### config.mk
export PLATFORM = sky130hd
export DESIGN_NAME = textbuf
export DESIGN_NICKNAME = d
export VERILOG_FILES = /design/src/rtl/textbuf_pkg.sv /design/src/rtl/textbuf.sv
export SDC_FILE = /design/constraint.sdc
export NUM_CORES = 1
export LEC_CHECK = 0
export CAP_MARGIN = 10
export CORE_MARGIN = 5
export CORE_UTILIZATION = 40
export CTS_BUF_LIST = sky130_fd_sc_hd__clkbuf_4
export DETAILED_ROUTE_END_ITERATION = 10
export PLACE_DENSITY = 0.64
export SLEW_MARGIN = 10
export SYNTH_ARGS = -nofsm -noshare
export SYNTH_HDL_FRONTEND = slang
export SYNTH_SLANG_ARGS = --single-unit
export TNS_END_PERCENT = 20
### constraint.sdc
create_clock -name clk -period 3.79 [get_ports clk]
set_input_delay 0.5685 -clock clk [delete_from_list [all_inputs] [get_ports clk]]
set_output_delay 0.5685 -clock clk [all_outputs]
set_load 0.1 [all_outputs]
### src/rtl/textbuf_pkg.sv
// Shared constants and types for the textbuf single-line text buffer.
package textbuf_pkg;

  localparam logic [7:0] CH_SPACE = 8'h20;
  localparam logic [7:0] CH_BS    = 8'h08;
  localparam logic [7:0] CH_CR    = 8'h0D;
  localparam logic [7:0] CH_FF    = 8'h0C;
  localparam logic [7:0] CH_TILDE = 8'h7E;

  typedef enum logic {
    IDLE  = 1'b0,
    CLEAR = 1'b1
  } state_t;

  function automatic logic is_printable(input logic [7:0] c);
    return (c >= CH_SPACE) && (c <= CH_TILDE);
  endfunction

endpackage

### src/rtl/textbuf.sv
// Single-line text buffer: ASCII byte stream in, COLS character cells out.
// Define TEXTBUF_DOUBLE_BUFFER_EN to present cells through a vsync-loaded display copy.
module textbuf
  import textbuf_pkg::*;
#(
  parameter int COLS = 32
) (
  input  logic                      clk,
  input  logic                      rst_n,
  input  logic                      in_valid,
  output logic                      in_ready,
  input  logic [7:0]                in_data,
  input  logic                      vsync,
  output logic [7:0]                chars [0:COLS-1],
  output logic [$clog2(COLS)-1:0]   cursor,
  output logic                      busy
);

  localparam int AW = $clog2(COLS);
  localparam logic [AW-1:0] LAST = AW'(COLS - 1);

  state_t          state, state_nxt;
  logic [AW-1:0]   clr_idx;
  logic [7:0]      cells [0:COLS-1];
  logic            accept;
  logic            wr_en;
  logic [AW-1:0]   wr_idx;
  logic [7:0]      wr_data;
  logic [AW-1:0]   cursor_nxt;

  assign accept = in_valid && in_ready;

  // NOTE: sequential state uses non-blocking assignments so every register samples pre-edge values.
  always_ff @(posedge clk or negedge rst_n) begin
    if (!rst_n) state <= IDLE;
    else        state <= state_nxt;
  end

  always_comb begin
    state_nxt = state;
    case (state)
      IDLE:  if (accept && in_data == CH_FF) state_nxt = CLEAR;
      CLEAR: if (clr_idx == LAST)            state_nxt = IDLE;
      default: state_nxt = IDLE;
    endcase
  end

  always_comb begin
    in_ready = 1'b0;
    busy     = 1'b0;
    case (state)
      IDLE:    in_ready = 1'b1;
      CLEAR:   busy     = 1'b1;
      default: in_ready = 1'b1;
    endcase
  end

  // NOTE: every output of this block gets a default first, so no path can infer a latch.
  always_comb begin
    wr_en      = 1'b0;
    wr_idx     = clr_idx;
    wr_data    = CH_SPACE;
    cursor_nxt = cursor;
    if (state == CLEAR) begin
      wr_en = 1'b1;
      if (clr_idx == LAST) cursor_nxt = '0;
    end else if (accept) begin
      if (is_printable(in_data)) begin
        wr_en      = 1'b1;
        wr_idx     = cursor;
        wr_data    = in_data;
        cursor_nxt = cursor + AW'(1);
      end else if (in_data == CH_BS) begin
        if (cursor != '0) begin
          wr_en      = 1'b1;
          wr_idx     = cursor - AW'(1);
          cursor_nxt = cursor - AW'(1);
        end
      end else if (in_data == CH_CR) begin
        cursor_nxt = '0;
      end
    end
  end

  // Clear sweep index idles at zero and wraps to zero naturally after the last cell.
  always_ff @(posedge clk or negedge rst_n) begin
    if (!rst_n) begin
      clr_idx <= '0;
      cursor  <= '0;
    end else begin
      clr_idx <= (state == CLEAR) ? clr_idx + AW'(1) : '0;
      cursor  <= cursor_nxt;
    end
  end

  // NOTE: the cell array is reset because a blank line after reset is visible behaviour, not just init.
  always_ff @(posedge clk or negedge rst_n) begin
    if (!rst_n) begin
      for (int i = 0; i < COLS; i++) cells[i] <= CH_SPACE;
    end else if (wr_en) begin
      cells[wr_idx] <= wr_data;
    end
  end

`ifdef TEXTBUF_DOUBLE_BUFFER_EN
  logic copy_pend;
  logic load;

  // A vsync seen during a clear is remembered and serviced on the first idle cycle.
  assign load = (state == IDLE) && (vsync || copy_pend);

  always_ff @(posedge clk or negedge rst_n) begin
    if (!rst_n) begin
      for (int i = 0; i < COLS; i++) chars[i] <= CH_SPACE;
      copy_pend <= 1'b0;
    end else begin
      if (load) begin
        for (int i = 0; i < COLS; i++) chars[i] <= cells[i];
      end
      if (state == CLEAR && vsync) copy_pend <= 1'b1;
      else if (load)               copy_pend <= 1'b0;
    end
  end
`else
  logic vsync_unused;

  assign vsync_unused = vsync;
  assign chars        = cells;
`endif

endmodule

==> results.cfg, run 1 <==
[floorplanning]
coreArea_sq_um = 26730
die_area_sq_um = 30350
die_height_microns = 174.2
rows = 60
num_io_pins = 275
start_util_pct = 40.36
die_w_microns = 174.2

[worst_setup_path]
end_kind = register
reg2reg_from = cursor[0]
cp-start-kind = register
crit_fanout = 8
critPathKind = register to register
worstPathRequired_ns = 4.30
arrival_ns = 3.93
cp-startpoint = cursor[0]

[global_route]
overflow = 0
grt_max_degree = 101
grt_pass1_wl_mm = 46.69
antenna_found_initial = 1
grt_pass1_vias = 7915
track_usage_pct = 19.45

[route]
drt-total-wl_mm = 29.34
drt-initial-drc-count = 197
wl_per_cell_microns = 19.75
ant_nets = 0
dr.pass1.iters = 4
wl_met3_mm = 2.759
wirelength_met1_mm = 12.31
vias = 7313
via_per_inst = 4.921
highest_layer = met4
drc = 0
wl_met2_mm = 13.76

[worst_hold_path]
min_path_type = register to register
min_from = chars[231]

[placed_design]
dpl.hpwl_mm = 20.24
io_buffers = 273
placed_area_sq_um = 14430
gp_congestion = 0.7966

[cells_and_area]
stdcell_area_sq_um = 15470
final_core_util_pct = 57.90
nFillCells = 2188
nets = 1099
area_growth_syn_to_layout_pct = 43.45
layout-drive-gt1-share_pct = 42.87

[synthesis]
synth_top_area_cell = dfrtp_1
synth_edf_count = 0
syn-cell-area_sq_um = 10790
synthArstFlopShare_pct = 100.0
synth_top_cell_area_share_pct = 54.52
ys.flop_type = dfrtp_1
seq_area_frac_synth_pct = 62.31
synthTopCellsByArea = dfrtp_1 55%, mux2_2 23%, dfstp_2 7.8%
synth_seq_cells = 267
syn_inst = 704
yosysMostFrequentCell = dfrtp_1
yosysWarningCount = 0
postSynthAreaPerCell_sq_um = 15.32
synth_commonest_cells = 235 x dfrtp_1, 222 x mux2_2, 32 x dfstp_2, 26 x clkbuf_1, 23 x and2_1
synth_nets = 720
synth_cell_types = 60

[timing]
max_freq_ghz = 0.2929
maxSlewViolCount = 0
finalSetupViolations = 0
rsz0062_at_grt = false
hold_viol = 0
worstMarginPinSlew_ns = 1.061
period_needed_ns = 3.414
slew_headroom_pct = 29.07
skew_ns = 0.05114
fin_crit_sh_pct = 90.07

[power]
p_leak_nw = 7.234
p_per_area_nw_per_um2 = 416.4
ir_worst_vdd_mv = 0.3435
total_power_mw = 6.443

[clock_tree]
cts_root_buffer = clkbuf_4
clockBufferDepth = 3
cts-resized-gates = 0
clk_pin_slew_ns = 0.06
clock_latency_ns = 0.67
cts-htree-levels = 3
cts_sinks = 267
cts_tree = built
cts_made_buffers = 74

[flow_run]
maxCapViolations = 0

[outcome]
outcome = complete, no violations
flip-flops by register name, summed over array words and instances, names as in the netlist:
register	flops
clr_idx	5
chars	256
cursor	5
state	1
where the power goes:
group          internal (mW)  leakage (nW)  switching [mW]  total, mW
Clock                   1.59         0.619            1.19       2.78
Sequential              2.89          3.61          0.0534       2.95
Combinational          0.188          3.00           0.529      0.716
what timing repair did:
item                      in CTS  in global routing
hold buffers                   1                  0
hold endpoints to repair      83                  0
setup buffers                  0                  0
per-stage QoR:
step,worst slack [ns],hold WS [ns],instances,TNS [ns]
floorplan,0.03064,0.2729,704,0
global placement,-0.1433,0.4697,1347,-7.124
detailed placement,-0.1505,0.4698,1347,-8.572
CTS,0.3758,0.4857,1484,0
global route,0.1809,0.4934,1486,0
finish,0.3763,0.4847,1486,0
layout by cell type, fill, tap and decap left out, drive strengths merged, types with 5 or more instances in the layout:
| cell type | count |
|---|---|
| a21oi | 6 |
| and2 | 25 |
| and3 | 6 |
| buf | 65 |
| clkbuf | 122 |
| clkdlybuf4s50 | 272 |
| clkinv | 11 |
| dfrtp | 235 |
| dfstp | 32 |
| mux2 | 226 |
| nand2 | 14 |
| nand3 | 17 |
| nand4 | 7 |
| nor2 | 16 |
| nor2b | 13 |
| nor3 | 6 |
| nor3b | 5 |
| nor4 | 6 |
| o21ai | 11 |
cells by family (layout without fill, tap and decap cells):
logic type               Yosys count  count (layout)  share of synthesized area [%]
flip-flops                       267             267                          62.31
other                              0               2                              0
AND/OR/NAND/NOR                  133             133                          9.303
XOR/XNOR                           2               2                         0.1624
adder cells (fa/ha/maj)            4               4                         0.4640
buffers and inverters             38             477                          1.589
AO/OA/AOI/OAI                     34              34                          2.575
multiplexers                     226             226                          23.59
layout make-up:
class / instances / area (sq um) / share of cell area, %
clock buffers: 122 / 915.9 / 5.919
multi-input cells: 399 / 3902 / 25.22
diodes: 2 / 5.005 / 0.03234
inverters: 3 / 12.51 / 0.08086
well taps: 341 / 426.7 / 2.757
flip-flops and latches: 267 / 6721 / 43.44
repair buffers: 338 / 3378 / 21.83
clock inverters: 14 / 111.4 / 0.7197
path summary, 6_finish.rpt:
path / end / slack (ns) / depth (start not counted)
setup / recovery: chars[42] / 0.38 / 12
hold / removal: chars[231] / 0.48 / 1
setup reg to reg: chars[42] / 0.38 / 12
hold reg to reg: chars[231] / 0.48 / 1
max in group asynchronous: chars[125] / 2.22 / 3
min in group asynchronous: cursor[4] / 0.54 / 2
layer usage:
| layer | vias up | global-route usage, % |
|---|---|---|
| met2 | 241 | 30.57 |
| met4 | 0 | 5.807 |
| met5 | - | 0 |
| li1 | 3327 | - |
| met3 | 40 | 8.830 |
| met1 | 3705 | 24.25 |
worst max-delay path: stages, from the launching register on:
cell	delay (ns)
dfrtp_1	0.49
inv_1	0.19
ha_1	0.28
nor4b_2	0.56
nor4_4	0.10
a21oi_2	0.19
buf_4	0.16
a221o_1	0.20
buf_12	0.16
nand2_1	0.21
nor3b_4	0.28
buf_12	0.15
mux2_2	0.32
Power figures use the tool's default switching activity.
==> run 2: changes to the inputs <==
- HOLD_SLACK_MARGIN: unset -> 0.02
==> results of run 2 <==
Same layout as run 1: the final DEF is identical, and so are final timing and power.
==> run 3: changes to the inputs <==
- CORE_MARGIN: 5 -> 2
==> run 3 against run 2 <==
  * First-iteration DRC count increased by 53%
  * Worst setup slack worse by 0.025 ns
  * Combinational power rose by 3.9%
  * Non-clock buffer count shrank 1
  * Sequential cell count stayed put
  * Register-to-register slack lost 0.02 ns
  * Clock-buffer cell count down 9
  * Final cell count fell by 0.87%
  * Largest power group unchanged
==> results.cfg, run 3 (synthesis gave the netlist of run 1 again) <==
[floorplanning]
rows = 60
coreArea_sq_um = 26730
start_util_pct = 40.36
num_io_pins = 275
die_area_sq_um = 28300
die_height_microns = 168.2
die_w_microns = 168.2

[timing]
finalSetupViolations = 0
maxSlewViolCount = 0
fin_crit_sh_pct = 90.73
worstMarginPinSlew_ns = 1.047
rsz0062_at_grt = false
max_freq_ghz = 0.2908
skew_ns = 0.04563
layout_setup_ws_ns = 0.3514
hold_viol = 0
period_needed_ns = 3.439
slew_headroom_pct = 29.96

[cells_and_area]
regMostFlops = chars
nFillCells = 2226
final_common_cell = clkdlybuf4s50_1
nets = 1095
largestRegisters = chars x256, clr_idx x5, cursor x5
final_cell_mix = 272 x clkdlybuf4s50_1, 235 x dfrtp_1, 222 x mux2_2, 113 x clkbuf_4, 50 x buf_4
final_core_util_pct = 57.52
stdcell_area_sq_um = 15370
area_growth_syn_to_layout_pct = 42.52
largest_reg_flops = 256
layout-drive-gt1-share_pct = 42.71

[worst_setup_path]
crit_fanout = 8
end_kind = register
r2r_slack_ns = 0.35
timing.rr.end = chars[194]
worstPathRequired_ns = 4.32
reg2reg_from = cursor[1]
arrival_ns = 3.97
cp-start-kind = register
critPathKind = register to register
r2r_cells = 10

[clock_tree]
clk_pin_slew_ns = 0.07
cts_sinks = 267
cts-resized-gates = 0
cts_root_buffer = clkbuf_4
cts-htree-levels = 3
postCtsSetupBuffers = 0
clock_latency_ns = 0.68
cts_tree = built
cts_made_buffers = 71
clockBufferDepth = 3

[route]
dr.pass1.iters = 4
wl_per_cell_microns = 19.41
drt-total-wl_mm = 28.59
ant_nets = 0
via_per_inst = 4.936
drc = 0
vias = 7271
drt-initial-drc-count = 302

[global_route]
overflow = 0
track_usage_pct = 20.43
grt_max_degree = 117
antenna_found_initial = 1
grt_pass1_vias = 7591
grt_pass1_wl_mm = 44.60

[worst_hold_path]
min_to = chars[207]
min_path_type = register to register
min_from = chars[207]
hold_path_depth = 1

[placed_design]
gp_congestion = 0.8517
dpl.hpwl_mm = 19.32
dpl_worst_slack_ns = -0.09049
placed_area_sq_um = 14440
io_buffers = 273

[outcome]
outcome = complete, no violations

[power]
p_per_area_nw_per_um2 = 404.8
p_leak_nw = 7.172
ir_worst_vdd_mv = 0.3696

[flow_run]
maxCapViolations = 0
==> run 3: cell types whose count changed in the layout (fill, tap and decap cells not counted), moves of 2 or more <==
cell | before | now
clkbuf_4 | 122 | 113
clkinv_1 | 8 | 4
bufinv_16 | 2 | 0
buf_4 | 52 | 50
inv_6 | 0 | 3
==> run 3: layout make-up <==
cell class                      instances  area (sq um)  area share, %
Sequential cell                       267          6721          43.72
Multi-Input combinational cell        399          3904          25.39
Antenna cell                            1         2.502        0.01628
Inverter                                3         12.51        0.08139
Timing Repair Buffer                  337          3383          22.01
Tap cell                              341         426.7          2.775
Clock buffer                          113         848.3          5.518
Clock inverter                         12         75.07         0.4883
==> run 3: worst max-delay path by stage <==
stage,to,cells past startpoint,start,slack [ns]
floorplan,chars[16],10,cursor[0],0.03
global placement,chars[150],9,in_data[3],-0.05
detailed placement,chars[145],9,in_data[3],-0.09
CTS,chars[35],11,cursor[1],0.35
global route,chars[227],9,cursor[1],0.04
finish,chars[194],10,cursor[1],0.35
==> run 3: power breakdown <==
| group | internal, mW | switching, mW | total [mW] |
|---|---|---|---|
| sequential | 2.89 | 0.0331 | 2.93 |
| combinational | 0.194 | 0.550 | 0.744 |
| clock | 1.36 | 1.19 | 2.55 |
| total | 4.45 | 1.77 | 6.22 |
==> run 3: what timing repair did <==
action | in CTS | in global routing
hold buffers | 1 | 0
setup endpoints to repair | 0 | 0
hold endpoints to repair | 34 | 0
==> run 3: worst max-delay path, cell delays in order, from the launching register on <==
cell,delay (ns)
dfrtp_1,0.48
inv_1,0.11
ha_1,0.25
nor4b_2,0.57
nor4_4,0.08
a21oi_2,0.34
a221o_1,0.44
and2_0,0.39
nand3_1,0.14
buf_4,0.19
mux2_1,0.31
==> run 3: per-stage QoR <==
stage	power [mW]	std cells	hold WS (ns)	TNS (ns)
floorplan	3.459	704	0.2729	0
finish	6.224	1473	0.4833	0
global placement	3.721	1346	0.4670	-0.4660
CTS	6.338	1472	0.4898	0
global route	6.533	1473	0.5032	0
detailed placement	3.725	1346	0.4707	-2.249
==> run 3: metal layers <==
metal	wire length [microns]	up-vias	global-route usage (%)
li1	-	3312	-
met2	13510	264	32.44
met4	596	0	6.522
met1	11900	3650	25.58
met5	0	-	0
met3	2593	45	8.322
